`src/rtl/writeback.sv`:
```
// writeback: final stage; picks ALU/load data, writes the register file, services ECALLs.
// Define WB_TRACE_EN to print a retire trace in simulation.
module writeback #(
    parameter int XLEN         = 64,
    parameter int REG_ADDR_W   = 5,
    parameter int RETIRE_CNT_W = 64
) (
    input  logic                    clk,
    input  logic                    reset,
    input  logic                    writeback_enable,
    input  logic                    memory_done,
    input  logic [XLEN-1:0]         pc,
    input  logic [31:0]             instruction,
    input  logic [REG_ADDR_W-1:0]   rd_addr,
    input  logic                    reg_write,
    input  logic                    mem_read,
    input  logic                    is_ecall,
    input  logic [XLEN-1:0]         alu_data,
    input  logic [XLEN-1:0]         loaded_data,
    input  logic                    ecall_ack,
    input  logic [XLEN-1:0]         ecall_result,
    input  logic                    enable_logging,
    output logic                    mem_wb_status,
    output logic                    reg_write_enable,
    output logic [REG_ADDR_W-1:0]   reg_write_addr,
    output logic [XLEN-1:0]         reg_write_data,
    output logic                    ecall_request,
    output logic [XLEN-1:0]         ecall_pc,
    output logic                    writeback_done,
    output logic [XLEN-1:0]         retired_pc,
    output logic [RETIRE_CNT_W-1:0] retired_count
);

    typedef enum logic [1:0] {
        IDLE,
        WRITE,
        ECALL_WAIT
    } state_t;

    state_t state;
    state_t state_next;

    logic                  accept;
    logic                  in_write;
    logic                  in_ecall;
    logic [XLEN-1:0]       pc_q;
    logic [31:0]           instr_q;
    logic [REG_ADDR_W-1:0] rd_q;
    logic                  rw_q;
    logic [XLEN-1:0]       data_q;

    assign in_write      = (state == WRITE);
    assign in_ecall      = (state == ECALL_WAIT);
    assign mem_wb_status = in_ecall;
    assign accept        = memory_done && writeback_enable && !mem_wb_status;

    always_ff @(posedge clk or negedge reset) begin
        if (!reset) begin
            state <= IDLE;
        end else begin
            state <= state_next;
        end
    end

    always_comb begin
        state_next = state;
        unique case (state)
            IDLE, WRITE: begin
                if (accept) begin
                    state_next = is_ecall ? ECALL_WAIT : WRITE;
                end else begin
                    state_next = IDLE;
                end
            end
            ECALL_WAIT: begin
                if (ecall_ack) begin
                    state_next = WRITE;
                end
            end
            default: state_next = IDLE;
        endcase
    end

    // The ECALL result is retired as an ordinary write to x10.
    always_ff @(posedge clk or negedge reset) begin
        if (!reset) begin
            pc_q    <= '0;
            instr_q <= '0;
            rd_q    <= '0;
            rw_q    <= 1'b0;
            data_q  <= '0;
        end else if (accept) begin
            pc_q    <= pc;
            instr_q <= instruction;
            rd_q    <= rd_addr;
            rw_q    <= reg_write;
            data_q  <= mem_read ? loaded_data : alu_data;
        end else if (in_ecall && ecall_ack) begin
            rd_q    <= REG_ADDR_W'(10);
            rw_q    <= 1'b1;
            data_q  <= ecall_result;
        end
    end

    always_ff @(posedge clk or negedge reset) begin
        if (!reset) begin
            retired_count <= '0;
        end else if (in_write) begin
            retired_count <= retired_count + 1'b1;
        end
    end

    assign reg_write_enable = in_write && rw_q && (rd_q != '0);
    assign reg_write_addr   = in_write ? rd_q : '0;
    assign reg_write_data   = in_write ? data_q : '0;
    assign writeback_done   = in_write;
    assign retired_pc       = in_write ? pc_q : '0;
    assign ecall_request    = in_ecall;
    assign ecall_pc         = in_ecall ? pc_q : '0;

`ifdef WB_TRACE_EN
    logic ecall_seen;

    always @(posedge clk) begin
        if (writeback_done && enable_logging) begin
            $display("%0t wb pc=%h insn=%h rd=%0d data=%h we=%0b",
                     $time, retired_pc, instr_q, rd_q, data_q,
                     reg_write_enable);
        end
        if (in_ecall && !ecall_seen && enable_logging) begin
            $display("%0t ecall pc=%h insn=%h", $time, pc_q, instr_q);
        end
        ecall_seen <= in_ecall;
    end
`else
    logic unused_trace;
    assign unused_trace = ^{enable_logging, instr_q};
`endif

endmodule

```
`config.mk`:
```
export PLATFORM = sky130hd
export DESIGN_NAME = writeback
export DESIGN_NICKNAME = d
export VERILOG_FILES = /design/src/rtl/writeback.sv
export SDC_FILE = /design/constraint.sdc
export NUM_CORES = 1
export LEC_CHECK = 0
export CAP_MARGIN = 20
export CORE_AREA = 8 8 216 218
export DETAILED_ROUTE_END_ITERATION = 12
export DIE_AREA = 0 0 224 226
export GPL_TIMING_DRIVEN = 0
export SKIP_LAST_GASP = 1
export SYNTH_ARGS = -nofsm -noshare
export SYNTH_HDL_FRONTEND = slang
export SYNTH_SLANG_ARGS = --single-unit
export TNS_END_PERCENT = 1
```
`constraint.sdc`:
```
create_clock -name clk -period 2.61 [get_ports clk]
set_input_delay 0.6525 -clock clk [delete_from_list [all_inputs] [get_ports clk]]
set_output_delay 0.6525 -clock clk [all_outputs]
set_load 0.01 [all_outputs]
```
==> metrics.sh <==
CAP_VIOL_MAX_COUNT=0
TOTAL_OF_WARNINGS_RAISED_BY_YOSYS=0
CRIT_FANOUT=10
GLOBALROUTEOVERFLOWTOTAL=0
STATIC_POWER_DUE_TO_LEAKAGE_nW=8.308
ROUTE.TOP_LAYER_USED='met5'
MOSTFREQUENTLAYOUTCELLS='363 x clkdlybuf4s50_1, 286 x nand2_1, 200 x dfrtp_1'
MET3_WIRELENGTH_UM=3468
CRITPATHLAUNCHTYPE='register'
FINALMAXSLEWVIOLATIONS=0
FINALNETCOUNT=2092
MAX_SLEW_MARGIN=0.3189
FINALPOWER_mW=8.712
PWR-SHARE-SEQ=0.440
TIMING_WORST_SLEW_PIN_VALUE_NS=1.012
CLOCK-ROOT-BUFFER='clkbuf_16'
MAPPED_AREA_SQ_MM=0.01060
POSTSYNTHNETCOUNT=1528
INTERNAL_POWER_mW=6.166
STATUS='finished with violations'
FINALWORSTPATHREQUIREDPERIOD_NS=2.828
DESIGN_AREA_SQ_MM=0.01754
FINAL_CELL_COUNT_NO_FILL=2396
SWITCHINGPOWER_mW=2.546
DIE-WIDTH_UM=224
SEQUENTIAL_ELEMENT_SHARE_OF_THE_SYNTHESIZED_AREA=0.4722
IO_BUFFER_COUNT=532
VIOLATIONS='negative setup slack'
HOLD_CLASS='in -> async'
FMAXACHIEVABLE_GHz=0.3536
TOTALNEGATIVESETUPSLACK_NS=-10.98
FP.COREAREA_SQ_MM=0.04345
CP_DATA_REQUIRED_TIME_NS=1.96
GRT_PASS1_VIAS=11323
POWER.DENSITY_mW_PER_MM2=496.7
PLACED_AREA_SQ_MM=0.01671
COMMONEST_NON_FILL_NON_TAP_CELL_IN_THE_LAYOUT='clkdlybuf4s50_1'
AREA_GROWTH_PCT=65.48
CRITPATHCAPTURETYPE='output pin'
P_CLK_FRAC=0.322
VIAS=10651
ROUTE.FINAL.WIRE_LENGTH_UM=48130
YOSYS.CELL_TYPES.COUNT=38
POST_CTS_HOLD_BUFFER_COUNT=0
CRITICAL_PATH_CLASS='reg -> out'
FIN_SKEW_NS=0.007177
GRT_MAX_DEGREE=109
ALL_LAYER_GR_USAGE=0.1859
FINALCRITPERIODSHARE=1.083
SYNTH_SEQ_CELLS=200
ROW_COUNT=77
FIN_HOLD_VIOLS=0
ROUTED_VIA_DENSITY=4.445
CLKSLEWWORSTSETUPHOLDPATHS_NS=0.07
DRT_DRC_VIOLATIONS_LEFT=0
CTS_MAX_LEVEL=4
FIRST_ITERATION_DETAILED_ROUTING_DRC_COUNT=469
POST_SYNTH_INST_COUNT=1225
PLACE.DETAILED.HPWL_UM=39800
TRITONCTS='yes'
FINALSETUPVIOLCOUNT=120
CP_DATA_ARRIVAL_TIME_NS=2.18
NUMBER_OF_ANTENNA_VIOLATIONS_AT_THE_FIRST_CHECK_IN_GLOBAL_ROUTING=3
CTS_INSERTED_BUFFERS=17
DETAIL_ROUTE.WIRELENGTH.MET1_UM=18370
CLOCK-SINKS=200
ANTENNA_VIOLATING_NETS_POST_ROUTE=0
RSZ0062_AT_GRT='true'
FINAL_LAYOUT_SIZE_SUFFIX_GT1_FRAC=0.06770
BUFFER_LEVELS_ON_THE_LONGEST_CLOCK_PATH=2
GP_CONGESTION=0.8863
POWER.SWITCHING_FRACTION=0.2922
PLACED_CELLS_INCL_TAPS=2351
LAYOUT.FILLER_CELLS=4479
DRTPASS1ITERATIONS=7
FIRST_PASS_GRT_WIRE_LENGTH_UM=70950
MET2ROUTEDLENGTH_UM=24170
FINAL.SETUP.WORST_SLACK_NS=-0.2177
COMB_POWER_SHARE=0.238
CLK-INSERTION-DELAY-LATE_NS=0.45
DIE_H_UM=226
POSTSYNTHAREAPERCELL_SQ_UM=8.652
FP.DIEAREA_SQ_MM=0.05062
MAX-VDD-IR-DROP_mV=0.3017
WL_PER_CELL_UM=20.09
FLOORPLAN.INITIALDENSITY=0.2439
IOPINCOUNT=567
==> Yosys cell counts (all sizes together) <==
cell    number  share of area
a21oi       65          0.031
a22o         3         0.0025
and2       199           0.12
and3         7         0.0041
and4         2         0.0017
buf         13         0.0060
clkbuf      63          0.022
dfrtp      200           0.47
ha           1         0.0012
inv          5         0.0018
mux2i       64          0.060
nand2      286           0.10
nand2b       4         0.0024
nand3       28          0.014
nand4       34          0.021
nand4b       1        0.00083
nor2        77          0.027
nor2b        1        0.00059
nor3        11         0.0052
nor3b        1        0.00071
nor4        18          0.013
o21ai       64          0.030
o22a         3         0.0025
o22ai        1        0.00059
o311a        1        0.00094
o31ai        1        0.00071
or2          3         0.0018
or3          1        0.00059
or4          5         0.0042
xnor2       41          0.034
xor2        22          0.018
==> state kept, by name (all words and copies together), names as in the netlist <==
register,cells
data_q,64
pc_q,64
retired_count,64
rd_q,5
state,2
rw_q,1
==> layer usage <==
layer,vias to the layer above,global-route usage
met5,-,0
met4,2,0.08496
met3,70,0.06077
met2,423,0.3310
met1,5004,0.1985
li1,5152,-
==> worst max-delay path, cell delays in order (launching register included) <==
cell and delay, ns:
dfrtp_1 0.41, nand2b_1 0.20, inv_2 0.12, clkbuf_16 0.18, clkbuf_8 0.16, and2_1 0.12
clkdlybuf4s50_1 0.53
==> worst paths after layout <==
kind	start	endpoint	slack (ns)	cells after the start
setup reg to reg	state[1]$_DFFE_PN0P_	retired_count[54]$_DFFE_PN0N_	-0.04	7
min in group clk	data_q[45]$_DFFE_PN0P_	data_q[45]$_DFFE_PN0P_	0.48	2
hold reg to reg	data_q[45]$_DFFE_PN0P_	data_q[45]$_DFFE_PN0P_	0.48	2
max in group asynchronous	reset	pc_q[11]$_DFFE_PN0N_	1.39	2
hold / removal	reset	pc_q[37]$_DFFE_PN0N_	0.26	1
setup / recovery	state[0]$_DFFE_PN0P_	ecall_pc[34]	-0.22	6
==> area by class of cell <==
cell class	count	area, sq um	share of cell area
Timing Repair Buffer	545	5288	0.3015
Multi-Input combinational cell	944	5311	0.3028
Tap cell	592	740.7	0.04223
Buffer	76	559.3	0.03189
Inverter	5	26.28	0.001498
Clock buffer	21	460.4	0.02625
Sequential cell	200	5005	0.2853
Clock inverter	11	143.9	0.008204
Antenna cell	2	5.005	0.0002853
==> timing repair <==
item / 4_1_cts / 5_1_grt
setup buffers: 10 / 0
setup endpoints to repair: 336 / 348
gates resized for setup: 326 / 11
cloned: 1 / 0
pin swaps: 2 / 0
==> cells by family (layout without fill, tap and decap cells) <==
group	after synthesis	count (layout)	share of synthesized area
and+or+nand+nor	678	678	0.3159
DFF	200	200	0.4722
buffers and inverters	81	658	0.03010
AOI/OAI and AO/OA	138	138	0.06812
adders and majority gates	1	1	0.001180
other	0	2	0
muxes	64	64	0.06044
xor gates and xnor gates	63	63	0.05206
==> power groups by stage <==
stage	Combinational, mW	Sequential, mW	Clock [mW]
3_3_place_gp	2.07	3.88	0
3_5_place_dp	2.11	3.90	0
6_report	2.07	3.84	2.80
2_1_floorplan	0.867	3.78	0
5_1_grt	2.30	3.89	3.01
4_1_cts	2.12	3.84	2.92
==> per-stage QoR <==
stage                     hold WS (ns)  worst slack [ns]  utilization
after floorplan                 0.3569            0.3196            -
final                           0.2567           -0.2177       0.4037
after detailed placement        0.4622            -1.331       0.3845
after CTS                       0.2971           -0.2672       0.4034
after global placement          0.4545            -7.944       0.3835
after global routing            0.3099           -0.3536       0.4036
Note: power is estimated with default switching activity, not from simulation.
